**config.mk**
```make
export PLATFORM = sky130hd
export DESIGN_NAME = uart_rx_flat
export DESIGN_NICKNAME = d
export VERILOG_FILES = /design/src/rtl/uart_rx_if.sv /design/src/rtl/uart_rx.sv /design/src/flat_wrapper.sv
export SDC_FILE = /design/constraint.sdc
export NUM_CORES = 1
export LEC_CHECK = 0
export CAP_MARGIN = 20
export CORE_ASPECT_RATIO = 1.75
export CORE_MARGIN = 2
export CORE_UTILIZATION = 34
export CTS_CLUSTER_SIZE = 16
export DETAILED_ROUTE_END_ITERATION = 12
export PLACE_DENSITY_LB_ADDON = 0.2
export SLEW_MARGIN = 20
export SYNTH_ARGS = -nofsm -noshare
export SYNTH_HDL_FRONTEND = slang
export SYNTH_SLANG_ARGS = --single-unit
```
**constraint.sdc**
```tcl
create_clock -name CLK -period 2.3 [get_ports CLK]
set_clock_uncertainty 0.15 [all_clocks]
set_input_delay 0.69 -clock CLK [delete_from_list [all_inputs] [get_ports CLK]]
set_output_delay 0.69 -clock CLK [all_outputs]
set_load 0.01 [all_outputs]
```
**src/rtl/uart_rx_if.sv**
```systemverilog
// ---------------------------------------------------------------------------
// uart_rx_if
// Bundles the serial line, the frame-format configuration and the receive
// results of the UART receiver into one interface.
//
// Signals:
//   RX_IN       serial line, idle high, asynchronous to the receiver clock
//   Prescale    oversampling ratio (8, 16 or 32)
//   PAR_EN      1 = a parity bit follows the data bits
//   PAR_TYP     0 = even parity, 1 = odd parity
//   P_DATA      payload of the last good frame
//   data_valid  1-cycle pulse: new good frame on P_DATA
//   par_err     1-cycle pulse: parity mismatch
//   stp_err     1-cycle pulse: stop bit sampled low
//
// Modports:
//   master  line/configuration side (drives RX_IN and the frame format)
//   slave   the receiver itself (drives the results)
// ---------------------------------------------------------------------------
interface uart_rx_if #(
    parameter int DATA_WIDTH = 8,
    parameter int PRESC_W    = 6
);
    logic                  RX_IN;
    logic [PRESC_W-1:0]    Prescale;
    logic                  PAR_EN;
    logic                  PAR_TYP;
    logic [DATA_WIDTH-1:0] P_DATA;
    logic                  data_valid;
    logic                  par_err;
    logic                  stp_err;

    modport master (
        output RX_IN, Prescale, PAR_EN, PAR_TYP,
        input  P_DATA, data_valid, par_err, stp_err
    );

    modport slave (
        input  RX_IN, Prescale, PAR_EN, PAR_TYP,
        output P_DATA, data_valid, par_err, stp_err
    );
endinterface

```
**src/rtl/uart_rx.sv**
```systemverilog
// ---------------------------------------------------------------------------
// uart_rx
// Receive side of the UART link. Oversamples the serial line, detects the
// start bit, shifts in DATA_WIDTH bits LSB-first, checks the optional parity
// bit and the stop bit, and reports the result one cycle after the stop bit
// ends.
//
// Ports:
//   CLK   oversampling clock
//   RST   synchronous, active-high reset
//   bus   uart_rx_if.slave: RX_IN, Prescale, PAR_EN, PAR_TYP in;
//         P_DATA, data_valid, par_err, stp_err out
//
// Build option:
//   UART_RX_MAJORITY_VOTE_EN  when defined, each bit is the majority of three
//                             samples around mid-bit instead of a single
//                             mid-bit sample.
// ---------------------------------------------------------------------------
module uart_rx #(
    parameter int DATA_WIDTH = 8,
    parameter int PRESC_W    = 6
) (
    input  logic     CLK,
    input  logic     RST,
    uart_rx_if.slave bus
);
    localparam int BIT_W = (DATA_WIDTH > 1) ? $clog2(DATA_WIDTH) : 1;

    typedef enum logic [2:0] {
        IDLE   = 3'd0,
        START  = 3'd1,
        DATA   = 3'd2,
        PARITY = 3'd3,
        STOP   = 3'd4
    } state_t;

    state_t                state_q,     state_d;
    logic                  sync1_q,     rxS_q;
    logic [PRESC_W-1:0]    edgeCnt_q,   edgeCnt_d;
    logic [PRESC_W-1:0]    prescale_q,  prescale_d;
    logic [BIT_W-1:0]      bitCnt_q,    bitCnt_d;
    logic [DATA_WIDTH-1:0] shift_q,     shift_d;
    logic                  parEn_q,     parEn_d;
    logic                  parTyp_q,    parTyp_d;
    logic                  parFlag_q,   parFlag_d;
    logic                  stpFlag_q,   stpFlag_d;
    logic [DATA_WIDTH-1:0] pData_q,     pData_d;
    logic                  dataValid_q, dataValid_d;
    logic                  parErr_q,    parErr_d;
    logic                  stpErr_q,    stpErr_d;

    logic [PRESC_W-1:0]    halfEdge;
    logic                  lastEdge;
    logic                  sampleNow;
    logic                  sampleBit;

    assign halfEdge = prescale_q >> 1;
    assign lastEdge = (edgeCnt_q == prescale_q - PRESC_W'(1));

`ifdef UART_RX_MAJORITY_VOTE_EN
    // The two early samples are kept; the third is the live bit at the
    // decision edge, so the decision lands one edge after mid-bit.
    logic [1:0] vote_q;

    always_ff @(posedge CLK) begin
        if (RST) begin
            vote_q <= 2'b11;
        end else begin
            if (edgeCnt_q == halfEdge - PRESC_W'(1)) vote_q[0] <= rxS_q;
            if (edgeCnt_q == halfEdge)               vote_q[1] <= rxS_q;
        end
    end

    assign sampleNow = (state_q != IDLE) && (edgeCnt_q == halfEdge + PRESC_W'(1));
    assign sampleBit = (vote_q[0] & vote_q[1]) | (vote_q[0] & rxS_q) | (vote_q[1] & rxS_q);
`else
    assign sampleNow = (state_q != IDLE) && (edgeCnt_q == halfEdge);
    assign sampleBit = rxS_q;
`endif

    // The synchronizer resets high so a reset never looks like a start bit.
    always_ff @(posedge CLK) begin
        if (RST) begin
            state_q     <= IDLE;
            sync1_q     <= 1'b1;
            rxS_q       <= 1'b1;
            edgeCnt_q   <= '0;
            prescale_q  <= '0;
            bitCnt_q    <= '0;
            shift_q     <= '0;
            parEn_q     <= 1'b0;
            parTyp_q    <= 1'b0;
            parFlag_q   <= 1'b0;
            stpFlag_q   <= 1'b0;
            pData_q     <= '0;
            dataValid_q <= 1'b0;
            parErr_q    <= 1'b0;
            stpErr_q    <= 1'b0;
        end else begin
            state_q     <= state_d;
            sync1_q     <= bus.RX_IN;
            rxS_q       <= sync1_q;
            edgeCnt_q   <= edgeCnt_d;
            prescale_q  <= prescale_d;
            bitCnt_q    <= bitCnt_d;
            shift_q     <= shift_d;
            parEn_q     <= parEn_d;
            parTyp_q    <= parTyp_d;
            parFlag_q   <= parFlag_d;
            stpFlag_q   <= stpFlag_d;
            pData_q     <= pData_d;
            dataValid_q <= dataValid_d;
            parErr_q    <= parErr_d;
            stpErr_q    <= stpErr_d;
        end
    end

    // The cycle IDLE first sees a low line is already edge 0 of the start
    // bit, so the counter enters START at 1. Every later bit restarts at 0.
    always_comb begin
        state_d     = state_q;
        edgeCnt_d   = edgeCnt_q + PRESC_W'(1);
        prescale_d  = prescale_q;
        bitCnt_d    = bitCnt_q;
        shift_d     = shift_q;
        parEn_d     = parEn_q;
        parTyp_d    = parTyp_q;
        parFlag_d   = parFlag_q;
        stpFlag_d   = stpFlag_q;
        pData_d     = pData_q;
        dataValid_d = 1'b0;
        parErr_d    = 1'b0;
        stpErr_d    = 1'b0;

        case (state_q)
            IDLE: begin
                edgeCnt_d = '0;
                if (!rxS_q) begin
                    state_d    = START;
                    edgeCnt_d  = PRESC_W'(1);
                    prescale_d = bus.Prescale;
                    parEn_d    = bus.PAR_EN;
                    parTyp_d   = bus.PAR_TYP;
                    parFlag_d  = 1'b0;
                    stpFlag_d  = 1'b0;
                    bitCnt_d   = '0;
                end
            end
            START: begin
                if (sampleNow && sampleBit) begin
                    state_d   = IDLE;
                    edgeCnt_d = '0;
                end else if (lastEdge) begin
                    state_d   = DATA;
                    edgeCnt_d = '0;
                end
            end
            DATA: begin
                if (sampleNow) begin
                    shift_d                 = shift_q >> 1;
                    shift_d[DATA_WIDTH-1]   = sampleBit;
                end
                if (lastEdge) begin
                    edgeCnt_d = '0;
                    if (bitCnt_q == BIT_W'(DATA_WIDTH - 1)) begin
                        bitCnt_d = '0;
                        state_d  = parEn_q ? PARITY : STOP;
                    end else begin
                        bitCnt_d = bitCnt_q + BIT_W'(1);
                    end
                end
            end
            PARITY: begin
                if (sampleNow) begin
                    parFlag_d = sampleBit ^ (^shift_q) ^ parTyp_q;
                end
                if (lastEdge) begin
                    state_d   = STOP;
                    edgeCnt_d = '0;
                end
            end
            STOP: begin
                if (sampleNow) begin
                    stpFlag_d = ~sampleBit;
                end
                // The stop sample is always well before the last edge, so the
                // held flags are final here.
                if (lastEdge) begin
                    state_d   = IDLE;
                    edgeCnt_d = '0;
                    if (!parFlag_q && !stpFlag_q) begin
                        dataValid_d = 1'b1;
                        pData_d     = shift_q;
                    end else begin
                        parErr_d = parFlag_q;
                        stpErr_d = stpFlag_q;
                    end
                end
            end
            default: begin
                state_d   = IDLE;
                edgeCnt_d = '0;
            end
        endcase
    end

    assign bus.P_DATA     = pData_q;
    assign bus.data_valid = dataValid_q;
    assign bus.par_err    = parErr_q;
    assign bus.stp_err    = stpErr_q;
endmodule

```
**src/flat_wrapper.sv**
```systemverilog
// flat-port wrapper written by rule: the top's interface ports become plain ports
module uart_rx_flat 
#(
    parameter int DATA_WIDTH = 8,
    parameter int PRESC_W    = 6
)
  (CLK, RST, bus_RX_IN, bus_Prescale, bus_PAR_EN, bus_PAR_TYP, bus_P_DATA, bus_data_valid, bus_par_err, bus_stp_err);
  uart_rx_if #(.DATA_WIDTH(DATA_WIDTH), .PRESC_W(PRESC_W)) bus_i ();
  input  logic CLK;
  input  logic RST;
  input wire logic [$bits(bus_i.RX_IN)-1:0] bus_RX_IN;
  input wire logic [$bits(bus_i.Prescale)-1:0] bus_Prescale;
  input wire logic [$bits(bus_i.PAR_EN)-1:0] bus_PAR_EN;
  input wire logic [$bits(bus_i.PAR_TYP)-1:0] bus_PAR_TYP;
  output wire logic [$bits(bus_i.P_DATA)-1:0] bus_P_DATA;
  output wire logic [$bits(bus_i.data_valid)-1:0] bus_data_valid;
  output wire logic [$bits(bus_i.par_err)-1:0] bus_par_err;
  output wire logic [$bits(bus_i.stp_err)-1:0] bus_stp_err;
  assign bus_i.RX_IN = bus_RX_IN;
  assign bus_i.Prescale = bus_Prescale;
  assign bus_i.PAR_EN = bus_PAR_EN;
  assign bus_i.PAR_TYP = bus_PAR_TYP;
  assign bus_P_DATA = bus_i.P_DATA;
  assign bus_data_valid = bus_i.data_valid;
  assign bus_par_err = bus_i.par_err;
  assign bus_stp_err = bus_i.stp_err;
  uart_rx #(.DATA_WIDTH(DATA_WIDTH), .PRESC_W(PRESC_W)) u_core (.CLK(CLK), .RST(RST), .bus(bus_i));
endmodule
```
Word-level counts from Yosys, hierarchy flattened:

Cells that the tools add are included.
W data, S select, Z words.

* flip-flop bits (word level): 43
* output and inout port bits: 11
* logic and storage cells: 82
* input port bits: 11

* bitwise operators: 5
* multiplexer cells: 23
* reductions and logical operators: 21
* $add $sub $neg: 3
* eq/ne operators: 15

Operators by type and width (count)
* $mux W3: 11
* $pmux W6 S3: 1
* $pmux W3 S5: 1
* $mux W6: 2
* $ne A2 B1 Y1 const B: 6
* $reduce_and A3 Y1: 4
* $reduce_xor A8 Y1: 1
* $add A6 B1 Y6 const B: 1
* $eq A3 B2 Y1 const B: 2
* $eq A3 B3 Y1 const B: 2
* $eq A6 B5 Y1: 1
* $eq A6 B6 Y1: 1
* $pmux W3 S2: 1
* $reduce_and A6 Y1: 1
* $reduce_bool A2 Y1: 3
* $reduce_or A3 Y1: 2
* $sub A6 B1 Y6 const B: 1
* $mux W1: 5
* $pmux W1 S2: 2
* $reduce_and A2 Y1: 2
* $reduce_or A4 Y1: 1
* $add A3 B1 Y3 const B: 1
* $eq A3 B1 Y1 const B: 1
* $logic_and A1 B1 Y1: 3
* other kinds (7): 11

Logic depth before layout (Yosys ltp):

Gate-level depths: netlist of the first run.

* depth in word-level cells: 5
* depth in mapped cells: 9

Least setup slack after synthesis of the first run:

Ideal clock, no wire load.

* path type: register to register
* start point: register u_core.prescale_q[0]
* end point: register u_core.pData_q[0], in the netlist u_core.bus.P_DATA[0]
* slack: 0.061 ns
* arrival time: 1.962 ns
* cell stages (with the launch flop): 10
* data required time: 2.022 ns
* path through: dfxtp_1 inv_1 ha_1 or3b_1 a211oi_2 nand3_2 nor4b_2 buf_4 mux2i_1 nor2_1

* word-level cells in the longest chain between the ends: 3

Ends and longest elaborated chain
* start, declared: RTL line uart_rx.sv:40 `logic [PRESC_W-1:0] prescale_q, prescale_d;`
* start signal, assigned: RTL line uart_rx.sv:104 `prescale_q <= prescale_d;`
* $sub A6 B1 Y6: RTL line uart_rx.sv:58 `assign lastEdge = (edgeCnt_q == prescale_q - PRESC_W'(1));`
* $eq A6 B6 Y1: RTL line uart_rx.sv:58
* $reduce_and A3 Y1 (no line)
* end signal, assigned: RTL line uart_rx.sv:111 `pData_q <= pData_d;`
* end, declared: RTL line uart_rx.sv:47 `logic [DATA_WIDTH-1:0] pData_q, pData_d;`

No other way between the ends.
A chain may end at the register's enable or synchronous reset.

Worst setup path after layout of the first run:

* start point: register u_core.prescale_q[0]
* end point: register u_core.pData_q[3], in the netlist u_core.bus.P_DATA[3]

Same word-level chain as after synthesis.

==> results of run 1 <==
-- state kept, by name, summed over array words and instances, names as in the netlist --
name / flops
u_core.rxS_q: 1
u_core.parEn_q: 1
u_core.sync1_q: 1
u_core.bus.par_err: 1
u_core.state_q: 3
u_core.bus.P_DATA: 8
u_core.parTyp_q: 1
u_core.stpFlag_q: 1
u_core.parFlag_q: 1
u_core.bitCnt_q: 3
u_core.shift_q: 8
u_core.bus.stp_err: 1
u_core.prescale_q: 6
u_core.edgeCnt_q: 6
u_core.bus.data_valid: 1
-- per-layer routing --
layer,vias up,wire [um],part of all wire
met4,0,128,0.027
li1,899,-,-
met5,-,0,0
met1,842,1820,0.38
met2,24,2730,0.57
met3,12,128,0.027
-- worst paths after layout --
| check | startpoint | endpoint | slack, ns | cells after the start |
|---|---|---|---|---|
| setup / recovery | u_core.prescale_q[0] | u_core.bus.P_DATA[3] | 0.02 | 9 |
| hold / removal | u_core.sync1_q | u_core.rxS_q | 0.26 | 1 |
| setup reg to reg | u_core.prescale_q[0] | u_core.bus.P_DATA[3] | 0.02 | 9 |
| hold reg to reg | u_core.sync1_q | u_core.rxS_q | 0.26 | 1 |
-- worst max-delay path, stage by stage, from the launching register on --
cell and delay, ns:
dfxtp_2 0.33, inv_2 0.06, ha_4 0.13, or3b_4 0.38
a211oi_4 0.27, nand3_2 0.14, nor4b_4 0.25, buf_6 0.20
mux2i_2 0.22, nor2_1 0.05
-- repair_timing --
action                                 4_1_cts  5_1_grt
setup endpoints to repair                   14       20
endpoints found under the hold margin        0        0
buffers inserted                             2        0
hold buffers                                 0        0
gates resized for setup                      0       21
gates cloned                                 0        0
pin swaps                                    3        3
-- power breakdown --
part           switching (W)  internal (W)
clock network       0.000258      0.000351
registers          0.0000223      0.000766
logic               0.000175      0.000141
-- cells in the mapped netlist (2+ instances only) --
cell       n
xnor2_1   16
nand2_1   33
ha_1       4
nor2_1    26
nor3_1     3
dfxtp_1   43
and3_1     2
xor2_1     7
o21ai_0    4
o211ai_1   4
a21oi_1   24
nor4b_1    3
inv_1      6
mux2i_1    8
nand3_1   12
or2_2      2
clkbuf_1  11
-- cells by family (layout without fill, tap and decap cells) --
kind of cell / Yosys count / count (layout)
multiplexers: 8 / 8
AND/OR/NAND/NOR: 94 / 94
flip-flops: 43 / 43
adder cells (fa/ha/maj): 4 / 4
buffers and inverters: 19 / 57
AO/OA/AOI/OAI: 48 / 48
XOR/XNOR: 23 / 23
-- metrics by stage --
step	total power (W)	instance area [um2]	worst slack, ns
finish	0.00171	2690	0.0226
global route	0.00179	2690	-0.0958
CTS	0.00171	2590	-0.0274
detailed placement	0.00109	2460	-0.0574
global placement	0.00110	2460	-0.0270
floorplan	0.000980	2050	0.0609
-- cell type report --
class / count / share of cell area
Timing Repair Buffer: 43 / 0.149
Multi-Input combinational cell: 177 / 0.442
Clock inverter: 2 / 0.0130
Tap cell: 78 / 0.0363
Clock buffer: 6 / 0.0307
Sequential cell: 43 / 0.321
Inverter: 6 / 0.00838
==> metrics.md, run 1 <==
| Metric | Value |
|---|---|
| Yosys cell types | 48 |
| CTS tree | built |
| Initial DRC count | 43 |
| Unrepaired setup endpoints after global routing | true |
| Vias post-DR | between 1500 and 2000 |
| H-Tree Level Count | 2 |
| NumNets Final | just under 300 |
| Final HPWL DP | 3590 um |
| Min Hold Slack | approximately 0.26 ns |
| Post-synth design cell area | ~2000 um2 |
| Area Growth Syn to Fin | 31.4% |
| Synth Area in Adders | 0.0245 |
| Antenna cells | 0 |
| Main synth FF type | dfxtp_1 |
| Pins Over Slew Limit | 0 |
| Largest cells by area after synthesis | dfxtp_1, xnor2_1, nand2_1 |
| Multi-input gate area | 1190 um2 |
| Max-Cap Viols | 0 |
| Max FO, Critical Path | 8 |
| Die H | about 110 um |
| Initial core utilization | 0.351 |
| Non-Filler Instances | roughly 360 |
| Critical path class | flip-flop to flip-flop |
| First-pass GRT wire length | roughly 8000 um |
| Endpoint class of the critical path | flip-flop |
| Critical Path Start Type | flip-flop |
| # DRC | 0 |
| FF/Latch Area | 863 um2 |
| Num CTS Buffers | 5 |
| Wirelength per Cell | 13.5 um |
| Seq cells post-synth | 43 |
| Required time of the critical path | 2.34 ns |
| Ys Warns | 0 |
| Busiest grt layer | met2 |
| XOR/XNOR Fraction of Synth Area | 0.0985 |
| Register area share after synthesis | 0.421 |
| DIE WIDTH | approximately 63 um |
| Site Rows | 37 |
| Worst hold path class | flip-flop to flip-flop |
| PortBufs | 21 |
| Most frequent cells in the layout | dfxtp_1, nand2_1, nor2_1 |
| GRT Total Usage | 0.150 |
| Gpl congestion | 0.862 |
| Final core utilization | 0.461 |
| Final Hold Viols | 0 |
| Multiplexer area fraction after synthesis | 0.0391 |
| Number of routed nets with antenna violations | 0 |
| M2 GR Usage | 0.307 |
| Grt met3 use | 0.0241 |
| EDFF count, synth | 0 |
| Leak | just under 1 nW |
| Placed insts | 345 |
| Post-Synth Simple-Gate Area | 0.224 |
| GR Util met1 | 0.135 |
| CTS max path bufs | 2 |
| Root Buffer | clkbuf_8 |
| Largest net degree at the start of global routing | 21 |
| Core Area | 5830 um2 |
| Syn_area_per_cell | 8.56 um2 |
| Worst-margin pin slew | between 0.6 and 0.7 ns |
| FMAX | 0.439 GHz |
| Syn Nets | about 250 |
| Leading cell type in the layout, fill and taps excluded | dfxtp_1 |
| Fin crit share | 0.990 |
| Post-synth top area share | 0.421 |
| GRT overflow | 0 |
| Clk sinks | 43 |
| Max IR drop VDD | ~380 uV |
| Worst-Skew Late Latency | around 0.30 ns |
| Setup TNS | 0 ns |
| Vias in the first global route | between 1500 and 2000 |
| Share of layout cells above drive strength 1 | 0.195 |
| IO Pins | 22 |
| Synth Area in Compound Gates | 0.156 |
| Largest family of logic cells by synthesized area | simple AND/OR/NAND/NOR gates |
| Leading area contributor after synthesis | dfxtp_1 |
| Asr flop ratio synth | 0 |
| Count of final setup violators | 0 |
| Relative slew slack | 0.582 |
| PwrDens | ~640 nW/um2 |
| Data arrival, critical path | around 2.3 ns |
| Clock-pin slew on the worst setup and hold paths | 0.08 ns |
| Initial antenna violation count | 0 |
| Die area | around 6700 um2 |
| Run status | complete, no violations |
| Final min period | approximately 2.3 ns |
| Number of vias per cell | ~5.0 |
| Syn Inst Count | 239 |
| Routed Wire Length | 4810 um |
| Initial DRT Pass Iterations | 5 |
| FILL cells | between 600 and 700 |
Note: power is estimated with default switching activity, not from simulation.
==> run 2, diff against run 1 <==
--- a/config.mk
+++ b/config.mk
@@ -12,6 +12,7 @@
 export CTS_CLUSTER_SIZE = 16
 export DETAILED_ROUTE_END_ITERATION = 12
 export PLACE_DENSITY_LB_ADDON = 0.2
+export RECOVER_POWER = 25
 export SLEW_MARGIN = 20
 export SYNTH_ARGS = -nofsm -noshare
 export SYNTH_HDL_FRONTEND = slang
==> run 2 against run 1 <==
Cell count unchanged. Worst hold slack about the same. Count of clock-buffer cells in the layout unchanged. Sequential share of layout area about the same. First-iteration DRC count down 2.3%. Core utilization down 0.064 points. Clock power about the same. Via count up 0.23%. Sequential cell count unchanged. Worst setup slack about the same. Non-clock buffer count unchanged.
==> metrics.md, run 2 (synthesis results as in run 1) <==
| Metric | Value |
|---|---|
| Run status | complete, no violations |
| GRT overflow | 0 |
| Largest net degree at the start of global routing | 21 |
| Data arrival, critical path | 2.32 ns |
| Most frequent cells in the layout | dfxtp_1, nand2_1, nor2_1 |
| Final min period | 2.28 ns |
| Leading cell type in the layout, fill and taps excluded | dfxtp_1 |
| Max IR drop VDD | 381 uV |
| Wirelength per Cell | between 10 and 15 um |
| Worst-Skew Late Latency | 0.30 ns |
| Worst-margin pin slew | around 0.67 ns |
| Non-Filler Instances | between 300 and 400 |
| Crit-path max cell delay | around 0.38 ns |
| Die area | approximately 6700 um2 |
| Pins Over Slew Limit | 0 |
| Initial DRC count | 42 |
| Initial antenna violation count | 0 |
| Vias in the first global route | approximately 1700 |
| Max FO, Critical Path | 8 |
| Antenna cells | 0 |
| Relative slew slack | 0.552 |
| Die H | between 100 and 150 um |
| Required time of the critical path | 2.35 ns |
| Initial core utilization | 0.351 |
| Site Rows | 37 |
| CTS max path bufs | 2 |
| Unrepaired setup endpoints after global routing | true |
| # DRC | 0 |
| NumNets Final | 291 |
| Num CTS Buffers | 5 |
| Critical Path Start Type | flip-flop |
| Gpl congestion | between 0.8 and 0.9 |
| Critical path class | flip-flop to flip-flop |
| Count of final setup violators | 0 |
| FILL cells | between 600 and 700 |
| Routed Wire Length | a little under 5000 um |
| Initial DRT Pass Iterations | 4 |
| Share of layout cells above drive strength 1 | 0.191 |
| PortBufs | 21 |
| H-Tree Level Count | 2 |
| Final Hold Viols | 0 |
| DIE WIDTH | around 63 um |
| Final HPWL DP | 3590 um |
| Clk sinks | 43 |
| IO Pins | 22 |
| Core Area | approximately 6000 um2 |
| Number of vias per cell | between 5 and 6 |
| Cell Chain, Critical Path | inv_2 > ha_4 > or3b_4 > a211oi_4 > nand3_2 > nor4b_4 > buf_6 > mux2i_2 > nor2_1 |
| Placed insts | approximately 350 |
| FF/Latch Area | roughly 860 um2 |
| PwrDens | 638 nW/um2 |
| Area Growth Syn to Fin | 31.2% |
| Endpoint class of the critical path | flip-flop |
| Number of routed nets with antenna violations | 0 |
| Clock-pin slew on the worst setup and hold paths | approximately 0.080 ns |
| Root Buffer | clkbuf_8 |
| GRT Total Usage | 0.150 |
| Max-Cap Viols | 0 |
| Vias post-DR | approximately 1800 |
| CP max-delay cell | or3b_4 |
| Multi-input gate area | 1190 um2 |
| FMAX | roughly 0.44 GHz |
| CTS tree | built |
| First-pass GRT wire length | around 7800 um |
| Min Hold Slack | 0.262 ns |
| Worst hold path class | flip-flop to flip-flop |
| Fin crit share | 0.990 |
| Leak | between 0.9 and 1 nW |
run 2: worst max-delay path: cells and delay by family (launching register included):
kind / cells / cell delay [ns]
simple gates: 4 / 0.82
mux: 1 / 0.22
flops: 1 / 0.33
fa+ha+maj: 1 / 0.13
compound gates: 1 / 0.27
buf+inv: 2 / 0.26
run 2: timing repair:
item | CTS | global route
hold buffers | 0 | 0
gates resized for setup | 0 | 21
buffers inserted | 2 | 0
endpoints found under the setup margin | 14 | 20
pin swaps | 3 | 3
run 2: path summary, 6_finish.rpt:
kind | slack, ns | depth (start not counted) | endpoint | start
setup / recovery | 0.02 | 9 | u_core.bus.P_DATA[3] | u_core.prescale_q[0]
hold / removal | 0.26 | 1 | u_core.rxS_q | u_core.sync1_q
setup reg to reg | 0.02 | 9 | u_core.bus.P_DATA[3] | u_core.prescale_q[0]
hold reg to reg | 0.26 | 1 | u_core.rxS_q | u_core.sync1_q
run 2: where the power goes:
group	switching, W	internal [W]	leakage [nW]
registers	0.0000224	0.000766	0.349
clock network	0.000258	0.000351	0.0612
logic	0.000175	0.000140	0.549
run 2: routing by layer:
metal	vias up	global-route usage	wire length [um]
li1	898	-	-
met1	838	0.135	1800
met2	33	0.307	2740
met3	12	0.0241	140
met4	0	0.0794	128
met5	-	0	0
run 2: final cells by class:
cell class,instances,share of cell area
multi-input cells,177,0.442
clock inverters,2,0.0131
repair buffers,43,0.147
well taps,78,0.0364
flip-flops and latches,43,0.322
inverters,6,0.00839
clock buffers,6,0.0308
run 2: stage by stage:
stage	TNS (ns)	cell area (um2)	total power, W	setup slack [ns]	utilization
finish	0	2680	0.00171	0.0229	0.460
global route	-0.802	2680	0.00179	-0.0958	0.460
CTS	-0.0699	2590	0.00171	-0.0274	0.445
detailed placement	-0.230	2460	0.00109	-0.0574	0.422
global placement	-0.144	2460	0.00110	-0.0270	0.422
floorplan	0	2050	0.000980	0.0609	-
==> run 3, diff against run 2 <==
--- a/config.mk
+++ b/config.mk
@@ -8,7 +8,7 @@
 export CAP_MARGIN = 20
 export CORE_ASPECT_RATIO = 1.75
 export CORE_MARGIN = 2
-export CORE_UTILIZATION = 34
+export CORE_UTILIZATION = 50
 export CTS_CLUSTER_SIZE = 16
 export DETAILED_ROUTE_END_ITERATION = 12
 export PLACE_DENSITY_LB_ADDON = 0.2
@@ -17,3 +17,4 @@
 export SYNTH_ARGS = -nofsm -noshare
 export SYNTH_HDL_FRONTEND = slang
 export SYNTH_SLANG_ARGS = --single-unit
+export TNS_END_PERCENT = 30
==> run 3 against run 2 <==
Total power up 2.9%. Via count down 1.7%. Sequential cell count unchanged. Sequential power up 2%. Register-to-register slack worse by 0.02 ns. Combinational power down 12%. Die area down 31%. Cell count down 10%. First-iteration DRC count up 14%. Core utilization up 20 points. Critical path depth unchanged. Global-route usage up 7.2 points. Largest cell class unchanged.
==> metrics.md, run 3 (synthesis results as in run 1) <==
| Metric | Value |
|---|---|
| Run status | complete, no violations |
| Number of vias per cell | 5.49 |
| PwrDens | roughly 690 nW/um2 |
| Num CTS Buffers | 5 |
| Vias in the first global route | between 1500 and 2000 |
| Count of final setup violators | 0 |
| Initial antenna violation count | 0 |
| Worst-margin pin slew | ~0.65 ns |
| Critical path class | flip-flop to flip-flop |
| R2r setup slk | ~0.0043 ns |
| Fin crit share | 0.998 |
| Number of routed nets with antenna violations | 0 |
| Final Hold Viols | 0 |
| PortBufs | 21 |
| Vias post-DR | approximately 1800 |
| Max-Cap Viols | 0 |
| Antenna cells | 0 |
| NumNets Final | 285 |
| Die area | 4640 um2 |
| First-pass GRT wire length | around 7700 um |
| Unrepaired setup endpoints after global routing | true |
| Reg2Reg Depth | 9 |
| Required time of the critical path | between 2 and 2.5 ns |
| Met1 WL | 1850 um |
| FILL cells | about 340 |
| Clk sinks | 43 |
| Endpoint class of the critical path | flip-flop |
| Largest net degree at the start of global routing | 31 |
| Share of layout cells above drive strength 1 | 0.159 |
| Max IR drop VDD | between 500 and 600 uV |
| Worst R2R End | u_core.bus.P_DATA[2] |
| Max FO, Critical Path | 8 |
| Initial core utilization | 0.524 |
| Met2 WL | roughly 2400 um |
| Worst hold path class | flip-flop to flip-flop |
| Initial DRC count | 48 |
| GRT Total Usage | 0.222 |
| Met3 WL | approximately 110 um |
| # DRC | 0 |
| DIE WIDTH | about 52 um |
| Gpl congestion | just under 0.8 |
| CTS tree | built |
| Final HPWL DP | roughly 3200 um |
| Worst Setup EP | u_core.bus.P_DATA[2] |
| Pins Over Slew Limit | 0 |
| Core Area | slightly below 4000 um2 |
| Setup crit start | u_core.prescale_q[1] |
| Data arrival, critical path | 2.33 ns |
| Root Buffer | clkbuf_8 |
| FF-to-FF Start | u_core.prescale_q[1] |
| Final Cell Area | roughly 2600 um2 |
| FF/Latch Area | roughly 860 um2 |
| Routed Wire Length | 4480 um |
| CTS max path bufs | 2 |
| Initial DRT Pass Iterations | 4 |
| Wirelength per Cell | 14.1 um |
| Clock-pin slew on the worst setup and hold paths | ~0.08 ns |
| Site Rows | 30 |
| Final min period | ~2.3 ns |
| Relative slew slack | 0.564 |
| H-Tree Level Count | 2 |
| IO Pins | 22 |
| Area Growth Syn to Fin | 25.4% |
| Leak | between 0.9 and 1 nW |
| Worst-Skew Late Latency | ~0.30 ns |
| DR top layer | met4 |
| Most frequent cells in the layout | dfxtp_1, nand2_1, nor2_1 |
| DP Area | around 2400 um2 |
| Critical Path Start Type | flip-flop |
| FMAX | ~0.44 GHz |
| Multi-input gate area | between 1000 and 1500 um2 |
| Setup TNS | 0 ns |
| Die H | just under 90 um |
| Leading cell type in the layout, fill and taps excluded | dfxtp_1 |
| GRT overflow | 0 |
run 3: cell types whose count changed in the layout (fill, tap and decap cells not counted), sizes merged:
cell	change
buf	-6
bufinv	+1
clkinv	-1
run 3: worst min-delay path by stage:
stage                   start           end  slack (ns)  cells after the start
6_report       u_core.sync1_q  u_core.rxS_q        0.27                      1
3_3_place_gp   u_core.sync1_q  u_core.rxS_q        0.24                      1
2_1_floorplan  u_core.sync1_q  u_core.rxS_q        0.24                      1
5_1_grt        u_core.sync1_q  u_core.rxS_q        0.28                      1
4_1_cts        u_core.sync1_q  u_core.rxS_q        0.27                      1
3_5_place_dp   u_core.sync1_q  u_core.rxS_q        0.25                      1
run 3: timing repair:
item                       CTS  global route
pin swaps                    3             3
buffers inserted             1             0
hold buffers                 0             0
gates resized for setup     10             4
setup endpoints to repair   15            19
gates cloned                 0             0
run 3: area by class of cell:
cell class,instances,area share
Clock buffer,6,0.0283
Clock inverter,2,0.0234
Inverter,6,0.00878
Multi-Input combinational cell,177,0.452
Sequential cell,43,0.337
Tap cell,48,0.0234
Timing Repair Buffer,37,0.127
run 3: metrics by stage:
| step | cells | utilization | setup slack (ns) | hold WS [ns] | total power (W) |
|---|---|---|---|---|---|
| final | 319 | 0.657 | 0.00433 | 0.265 | 0.00176 |
| after global routing | 319 | 0.657 | -0.151 | 0.281 | 0.00185 |
| after CTS | 319 | 0.653 | -0.00702 | 0.266 | 0.00177 |
| after detailed placement | 310 | 0.608 | -0.0735 | 0.247 | 0.00107 |
| after global placement | 310 | 0.608 | -0.000472 | 0.244 | 0.00107 |
| after floorplan | 239 | - | 0.0609 | 0.239 | 0.000980 |
run 3: layer usage:
metal  up-vias  GRT usage
met5         -          0
met4         0      0.110
met3         8     0.0405
met2        29      0.398
met1       827      0.244
li1        887          -
run 3: power breakdown:
part           switching [W]  total [W]  internal, W
sequential         0.0000344   0.000801     0.000766
clock               0.000250   0.000684     0.000434
combinational       0.000152   0.000278     0.000125
total               0.000437    0.00176      0.00133
run 3: critical path, stage by stage (launching register included):
cell,delay (ns)
dfxtp_2,0.33
inv_2,0.06
ha_4,0.13
or3b_4,0.39
a211oi_4,0.24
nand3_2,0.15
nor4b_2,0.25
buf_4,0.24
mux2i_1,0.20
nor2_1,0.06
